[config.mk]
export PLATFORM = sky130hd
export DESIGN_NAME = led_shift_driver
export DESIGN_NICKNAME = d
export VERILOG_FILES = /design/src/rtl/led_shift_driver.sv
export SDC_FILE = /design/constraint.sdc
export NUM_CORES = 1
export LEC_CHECK = 0
export ABC_AREA = 1
export BUFFER_PORTS_ARGS = -buffer_cell sky130_fd_sc_hd__buf_2
export CAP_MARGIN = 30
export CORE_MARGIN = 4
export CORE_UTILIZATION = 55
export CTS_CLUSTER_SIZE = 16
export DETAILED_ROUTE_END_ITERATION = 6
export PLACE_DENSITY_LB_ADDON = 0.1
export SLEW_MARGIN = 20
export SYNTH_ARGS = -nofsm -noshare
export SYNTH_HDL_FRONTEND = slang
export SYNTH_SLANG_ARGS = --single-unit
[constraint.sdc]
create_clock -name i_CLK -period 1.8 [get_ports i_CLK]
set_input_delay 0.18 -clock i_CLK [delete_from_list [all_inputs] [get_ports i_CLK]]
set_output_delay 0.18 -clock i_CLK [all_outputs]
set_load 0.02 [all_outputs]
[src/rtl/led_shift_driver.sv]
// Serial driver for chained 74HC595-style LED shift registers: shift a word out, then pulse the latch.
// Defining LED_DRV_DBUF_EN adds a one-word pending buffer so words can be queued while a transfer runs.
module led_shift_driver #(
    parameter int unsigned DATA_W    = 16,
    parameter int unsigned CLK_DIV   = 2,
    parameter int unsigned MSB_FIRST = 1,
    parameter int unsigned LATCH_CYC = 1
) (
    input  logic              i_CLK,
    input  logic              i_RESET,
    input  logic [DATA_W-1:0] i_Data,
    input  logic              i_Valid,
    output logic              o_Ready,
    output logic              o_LEDClk,
    output logic              o_LEDData,
    output logic              o_LEDLatch_n,
    output logic              o_Busy
);
    localparam int unsigned BIT_W = $clog2(DATA_W);
    localparam int unsigned DIV_W = $clog2(CLK_DIV) + 1;
    localparam int unsigned LAT_W = $clog2(LATCH_CYC) + 1;

    localparam logic [BIT_W-1:0] BIT_LAST = BIT_W'(DATA_W - 1);
    localparam logic [DIV_W-1:0] DIV_RISE = DIV_W'(CLK_DIV - 1);
    localparam logic [DIV_W-1:0] DIV_LAST = DIV_W'(2 * CLK_DIV - 1);
    localparam logic [LAT_W-1:0] LAT_LAST = LAT_W'(LATCH_CYC - 1);

    typedef enum logic [1:0] {
        S_IDLE  = 2'd0,
        S_SHIFT = 2'd1,
        S_LATCH = 2'd2
    } state_t;

    state_t            state_q;
    logic [DATA_W-1:0] shreg_q;
    logic [BIT_W-1:0]  bit_q;
    logic [DIV_W-1:0]  div_q;
    logic [LAT_W-1:0]  lat_q;
    logic              led_clk_q;
    logic              led_data_q;
    logic              latch_n_q;
    logic              ready_q;
    logic              busy_q;

    logic              accept_c;
    logic              latch_done_c;
    logic              start_c;
    logic [DATA_W-1:0] start_word_c;
    logic              first_bit_c;
    logic              next_bit_c;
    logic [DATA_W-1:0] shreg_shift_c;

`ifdef LED_DRV_DBUF_EN
    logic [DATA_W-1:0] pend_q;
    logic              pend_valid_q;
    logic              pend_load_c;
    logic              pend_valid_d;
`endif

    // Handshake decode and the word/bit that a new transfer starts with.
    always_comb begin
        accept_c     = i_Valid && ready_q;
        latch_done_c = (state_q == S_LATCH) && (lat_q == LAT_LAST);
`ifdef LED_DRV_DBUF_EN
        // A word offered at the end of LATCH with an empty buffer starts directly.
        start_c      = ((state_q == S_IDLE) && accept_c) ||
                       (latch_done_c && (pend_valid_q || accept_c));
        start_word_c = pend_valid_q ? pend_q : i_Data;
        pend_load_c  = accept_c && !(start_c && !pend_valid_q);
        pend_valid_d = pend_load_c || (pend_valid_q && !start_c);
`else
        start_c      = (state_q == S_IDLE) && accept_c;
        start_word_c = i_Data;
`endif
        if (MSB_FIRST != 0) begin
            first_bit_c   = start_word_c[DATA_W-1];
            next_bit_c    = shreg_q[DATA_W-2];
            shreg_shift_c = {shreg_q[DATA_W-2:0], 1'b0};
        end else begin
            first_bit_c   = start_word_c[0];
            next_bit_c    = shreg_q[1];
            shreg_shift_c = {1'b0, shreg_q[DATA_W-1:1]};
        end
    end

    always_ff @(posedge i_CLK) begin
        if (i_RESET) begin
            state_q    <= S_IDLE;
            shreg_q    <= '0;
            bit_q      <= '0;
            div_q      <= '0;
            lat_q      <= '0;
            led_clk_q  <= 1'b0;
            led_data_q <= 1'b0;
            latch_n_q  <= 1'b1;
            ready_q    <= 1'b1;
            busy_q     <= 1'b0;
`ifdef LED_DRV_DBUF_EN
            pend_q       <= '0;
            pend_valid_q <= 1'b0;
`endif
        end else begin
            if (start_c) begin
                state_q    <= S_SHIFT;
                shreg_q    <= start_word_c;
                bit_q      <= '0;
                div_q      <= '0;
                led_clk_q  <= 1'b0;
                led_data_q <= first_bit_c;
                latch_n_q  <= 1'b1;
                busy_q     <= 1'b1;
            end else begin
                case (state_q)
                    S_SHIFT: begin
                        if (div_q == DIV_LAST) begin
                            div_q     <= '0;
                            led_clk_q <= 1'b0;
                            if (bit_q == BIT_LAST) begin
                                state_q    <= S_LATCH;
                                lat_q      <= '0;
                                led_data_q <= 1'b0;
                                latch_n_q  <= 1'b0;
                            end else begin
                                bit_q      <= bit_q + 1'b1;
                                shreg_q    <= shreg_shift_c;
                                led_data_q <= next_bit_c;
                            end
                        end else begin
                            if (div_q == DIV_RISE) begin
                                led_clk_q <= 1'b1;
                            end
                            div_q <= div_q + 1'b1;
                        end
                    end
                    S_LATCH: begin
                        if (latch_done_c) begin
                            state_q   <= S_IDLE;
                            latch_n_q <= 1'b1;
                            busy_q    <= 1'b0;
                        end else begin
                            lat_q <= lat_q + 1'b1;
                        end
                    end
                    default: ;
                endcase
            end

`ifdef LED_DRV_DBUF_EN
            pend_valid_q <= pend_valid_d;
            ready_q      <= !pend_valid_d;
            if (pend_load_c) begin
                pend_q <= i_Data;
            end
`else
            if (start_c) begin
                ready_q <= 1'b0;
            end else if (latch_done_c) begin
                ready_q <= 1'b1;
            end
`endif
        end
    end

    assign o_Ready      = ready_q;
    assign o_LEDClk     = led_clk_q;
    assign o_LEDData    = led_data_q;
    assign o_LEDLatch_n = latch_n_q;
    assign o_Busy       = busy_q;

endmodule

* Word level (Yosys, flattened, before mapping)
Index checks and enable logic that the tools add are counted.
W data, S select, Z words.
** Storage, ports and cells
- Register bits after elaboration :: 29
- Input bits :: 19
- Output and inout port bits :: 5
** Operators by class
- Add/subtract/negate cells :: 3
- Equality and inequality tests :: 13
- Muxes and demuxes :: 26
- Bitwise logic cells :: 3
- Reduce and logical (&&, ||, !) cells :: 20
** Operator list (number)
- $mux W15 :: 4
- $mux W1 :: 15
- $reduce_bool A2 Y1 :: 6
- $ne A2 B2 Y1 const B :: 5
- $ne A3 B3 Y1 const B :: 3
- $mux W2 :: 4
- $reduce_and A4 Y1 :: 2
- $reduce_and A2 Y1 :: 3
- $reduce_and A3 Y1 :: 2
- $reduce_and A5 Y1 :: 1
- $add A4 B1 Y4 const B :: 1
- $eq A2 B1 Y1 const B :: 2
- $eq A2 B2 Y1 const B :: 2
- $eq A4 B4 Y1 const B :: 1
- $pmux W1 S2 :: 2
- $pmux W2 S2 :: 1
- $logic_and A1 B1 Y1 :: 3
- $not A1 Y1 :: 3
- $reduce_bool A3 Y1 :: 1
- $add A2 B1 Y2 const B :: 1
- $logic_not A2 Y1 :: 1
- $reduce_or A2 Y1 :: 1
- $add A1 B1 Y1 const B :: 1

* Logic depth before layout (Yosys ltp)
- Word-level depth :: 5
- Gate-level depth with buffers :: 10
- Mapped depth without buffers :: 9

* Worst setup path after synthesis
No wires, ideal clock.
- Kind :: flip-flop to flip-flop
- Start point :: register state_q[1]
- End point :: register shreg_q[10]
- Library setup time :: 0.141 ns
- Data arrival time :: 1.255 ns
- Path slack :: 0.404 ns
- Stages on the path, launching flop included :: 10
- Path buffers :: 1
- Period minus slack after synthesis :: 1.396 ns
- Cells stage by stage :: dfxtp_1 inv_1 ha_1 nand2_2 clkinv_2 nand2_4 buf_6 nor2_1 a21oi_1 a21oi_2
** Between the ends
- Cells in the longest elaborated chain, start to end :: 4
** RTL lines
- from (decl) :: line 34 : state_t state_q;
- from (signal assigned) :: line 88 : state_q <= S_IDLE;
- from (signal assigned) :: line 104 : state_q <= S_SHIFT;
- from (signal assigned) :: line 119 : state_q <= S_LATCH;
- $logic_not A2 Y1 :: line 72 : start_c = (state_q == S_IDLE) && accept_c;
- $logic_and A1 B1 Y1 :: line 72
- $ne A2 B2 Y1 (no source line) or $reduce_bool A2 Y1 (tied branches)
- $reduce_and A3 Y1 (no source line)
- to (signal assigned) :: line 105 : shreg_q <= start_word_c;
- to (signal assigned) :: line 125 : shreg_q <= shreg_shift_c;
- to (decl) :: line 35 : logic [DATA_W-1:0] shreg_q;
Several ways; a longest one is shown, not always the timed one.
A chain may end at the register's enable or synchronous reset.

* Final worst setup path
- Start point :: register state_q[1]
- End point :: register shreg_q[12]
Same word-level chain as after synthesis.

==> flow_metrics.tcl <==
set metrics [dict create \
    grt_pass1_wl_um 5175 \
    die_w_um 59.39 \
    cpMaxStageDelayCell "dfxtp_1" \
    synth_warnings 0 \
    tightest_slew_ns 0.2540 \
    firstDrtPassIters 4 \
    yosysSeqAreaShare_pct 39.97 \
    cts_setup_buffers 0 \
    num_antenna_cells 0 \
    grt_antenna_before_repair 0 \
    grt_pass1_vias 1209 \
    critPathBufInv 3 \
    wl_per_cell_um 12.83 \
    synth_adder_area_share_pct 6.029 \
    die-area_um2 3527 \
    hpwl_um 2303 \
    place_inst 235 \
    hold_buffers 0 \
    grt_util_all_layers_pct 19.93 \
    grt_setup_unrepaired "false" \
    cts.sinks 29 \
    core_area_um2 2500 \
    antenna_left 0 \
    ir_worst_vdd_mv 0.7867 \
    maxCapViolCount 0 \
    muxShareOfSynthArea_pct 0 \
    clock_latency_ns 0.33 \
    critPathLaunch "state_q[1]" \
    synth_top_family_by_area "simple AND/OR/NAND/NOR gates" \
    regArea_um2 580.6 \
    slew_headroom_pct 82.89 \
    setup_viol 0 \
    rows 18 \
    synth_seq_cells 29 \
    path_class "flop to flop" \
    synthToLayoutAreaGrowth_pct 12.58 \
    via_count 1257 \
    min_from "i_Data[5]" \
    rr_startpoint "state_q[1]" \
    p_leak_uw 0.0006568 \
    fillers 217 \
    drive_above_1_share_pct 28.77 \
    clkTransAtPathRegs_ns 0.09 \
    initial_core_util_pct 58.11 \
    grt_max_degree 17 \
    cp.required_ns 2.07 \
    end_kind "flop" \
    holdCritPathClass "input port to flop" \
    viasPerCell 5.194 \
    crit_family "simple AND/OR/NAND/NOR gates" \
    die_y_um 59.39 \
    critPathArrivalTime_ns 1.90 \
    overflow 0 \
    fin_skew_ns 0.006808 \
    cts_made_buffers 5 \
    path_cells "inv_1, ha_1, nand2_2, clkinv_2, nand2_4, nand2_4, inv_4, nand2_2, a21oi_2" \
    cts-root-buf "clkbuf_4" \
    status "finished clean" \
    start_kind "flop" \
    tns_ns 0 \
    synth_cell_type_count 28 \
    slowest_delay_ns 0.38 \
    drtIter0Drc 37 \
    synth-compound-area-share_pct 20.07 \
    synth_area_per_cell_um2 7.852 \
    cellPowerDensity_nw_per_um2 1059 \
    ctsResizeCount 0 \
    syn_area_um2 1453 \
    portBuffers 23 \
    period_minus_slack_ns 1.638 \
    cts_tree "done" \
    max_freq_ghz 0.6105 \
    cp_max_fo 15 \
    io_pins 24 \
    htreeDepth 2 \
    route.detailed.drc 0 \
    final_max_slew_viol_count 0 \
    multi_input_area_um2 753.2 \
    syn_nets 211 \
    timing_hold_violations_final 0 \
    instances_no_fill 242 \
    num-nets-final 238 \
    min_period_over_period_pct 91.00 \
    gp_congestion 0.7913 \
    synthCells 185 \
    clk_path_buf_depth 2 \
    synth_xor_area_share_pct 0.6029 \
    yosys.area_share.simple_pct 25.15 \
    totalWireLength_um 3106 \
]
-- cell type report --
type	count	share of cell area [%]
Sequential cell	29	35.50
Inverter	16	3.902
Clock buffer	7	3.366
Multi-Input combinational cell	133	46.06
Timing Repair Buffer	27	8.875
Tap cell	30	2.295
-- per-layer routing --
layer	global-route usage [%]	wire length (µm)
met1	22.79	1368
met2	33.39	1550
met3	6.536	131
met4	9.061	56
met5	0	0
-- synthesized netlist by cell type --
cell type   n  share of area (%)
nand2_1    36                9.3
dfxtp_1    29                 40
a21oi_1    21                7.2
nor2_1     18                4.7
inv_1      14                3.6
o21ai_0    11                3.8
a21oi_2    10                6.0
nand2_2    10                4.3
ha_1        7                6.0
buf_2       4                1.4
nand3_1     4                1.4
a31oi_1     2               0.86
nand2_4     2                1.6
nand4_1     2               0.86
or2_2       2               0.86
a41oi_1     1               0.60
buf_1       1               0.26
buf_12      1                1.4
buf_6       1               0.78
clkinv_2    1               0.34
inv_4       1               0.43
nand3_2     1               0.69
nand3_4     1                1.2
nor3_1      1               0.34
o211ai_1    1               0.52
o21a_1      1               0.52
o21bai_1    1               0.52
xnor2_1     1               0.60
-- metrics by stage --
step                      cell area (µm²)  hold slack, ns  util [%]  total power, µW  setup slack [ns]
after floorplan                      1453          0.3396         -             1220            0.4041
after global placement               1580          0.4457     63.21             1319            0.2566
after detailed placement             1580          0.4560     63.21             1338            0.1788
after CTS                            1635          0.1027     65.42             1751            0.1714
after global routing                 1635          0.1065     65.42             1855           0.04824
final                                1635          0.1203     65.42             1732            0.1619
-- worst register-to-register path, cell delays in order, from the launching register on --
cell and delay [ns]:
dfxtp_1 0.38, inv_1 0.08, ha_1 0.26, nand2_2 0.12, clkinv_2 0.08, nand2_4 0.18, nand2_4 0.11, inv_4 0.16
nand2_2 0.08, a21oi_2 0.14
-- where the power goes --
group,internal (µW),switching [µW]
clock,184,224
combinational,204,335
sequential,728,57.3
total,1120,616
-- sequential cells by signal, summed over array words and instances (netlist names) --
signal / count
bit_q: 4
div_q: 2
lat_q: 1
o_Busy: 1
o_LEDClk: 1
o_LEDData: 1
o_LEDLatch_n: 1
o_Ready: 1
shreg_q: 15
state_q: 2
-- path summary, 6_finish.rpt --
| kind | endpoint | slack [ns] | cells past startpoint |
|---|---|---|---|
| worst min-delay path | shreg_q[5] | 0.12 | 3 |
| worst min register to register | shreg_q[9] | 0.48 | 2 |
| worst max register to register | shreg_q[12] | 0.16 | 9 |
| worst max-delay path | shreg_q[12] | 0.16 | 9 |
-- cells in the final DEF, fill, tap and decap left out, drive strengths merged --
| cell | n |
|---|---|
| nand2 | 48 |
| a21oi | 31 |
| dfxtp | 29 |
| buf | 27 |
| nor2 | 18 |
| inv | 15 |
| o21ai | 11 |
| ha | 7 |
| clkbuf | 7 |
| nand3 | 6 |
| a31oi | 2 |
| nand4 | 2 |
| or2 | 2 |
| clkinv | 1 |
| nor3 | 1 |
| o21a | 1 |
| o211ai | 1 |
| o21bai | 1 |
| a41oi | 1 |
| xnor2 | 1 |
-- kinds of logic after synthesis --
logic type | Yosys count
simple gates | 77
buf+inv | 23
xor+xnor | 1
flops | 29
compound gates | 48
fa+ha+maj | 7
Note: power is estimated with default switching activity, not from simulation.
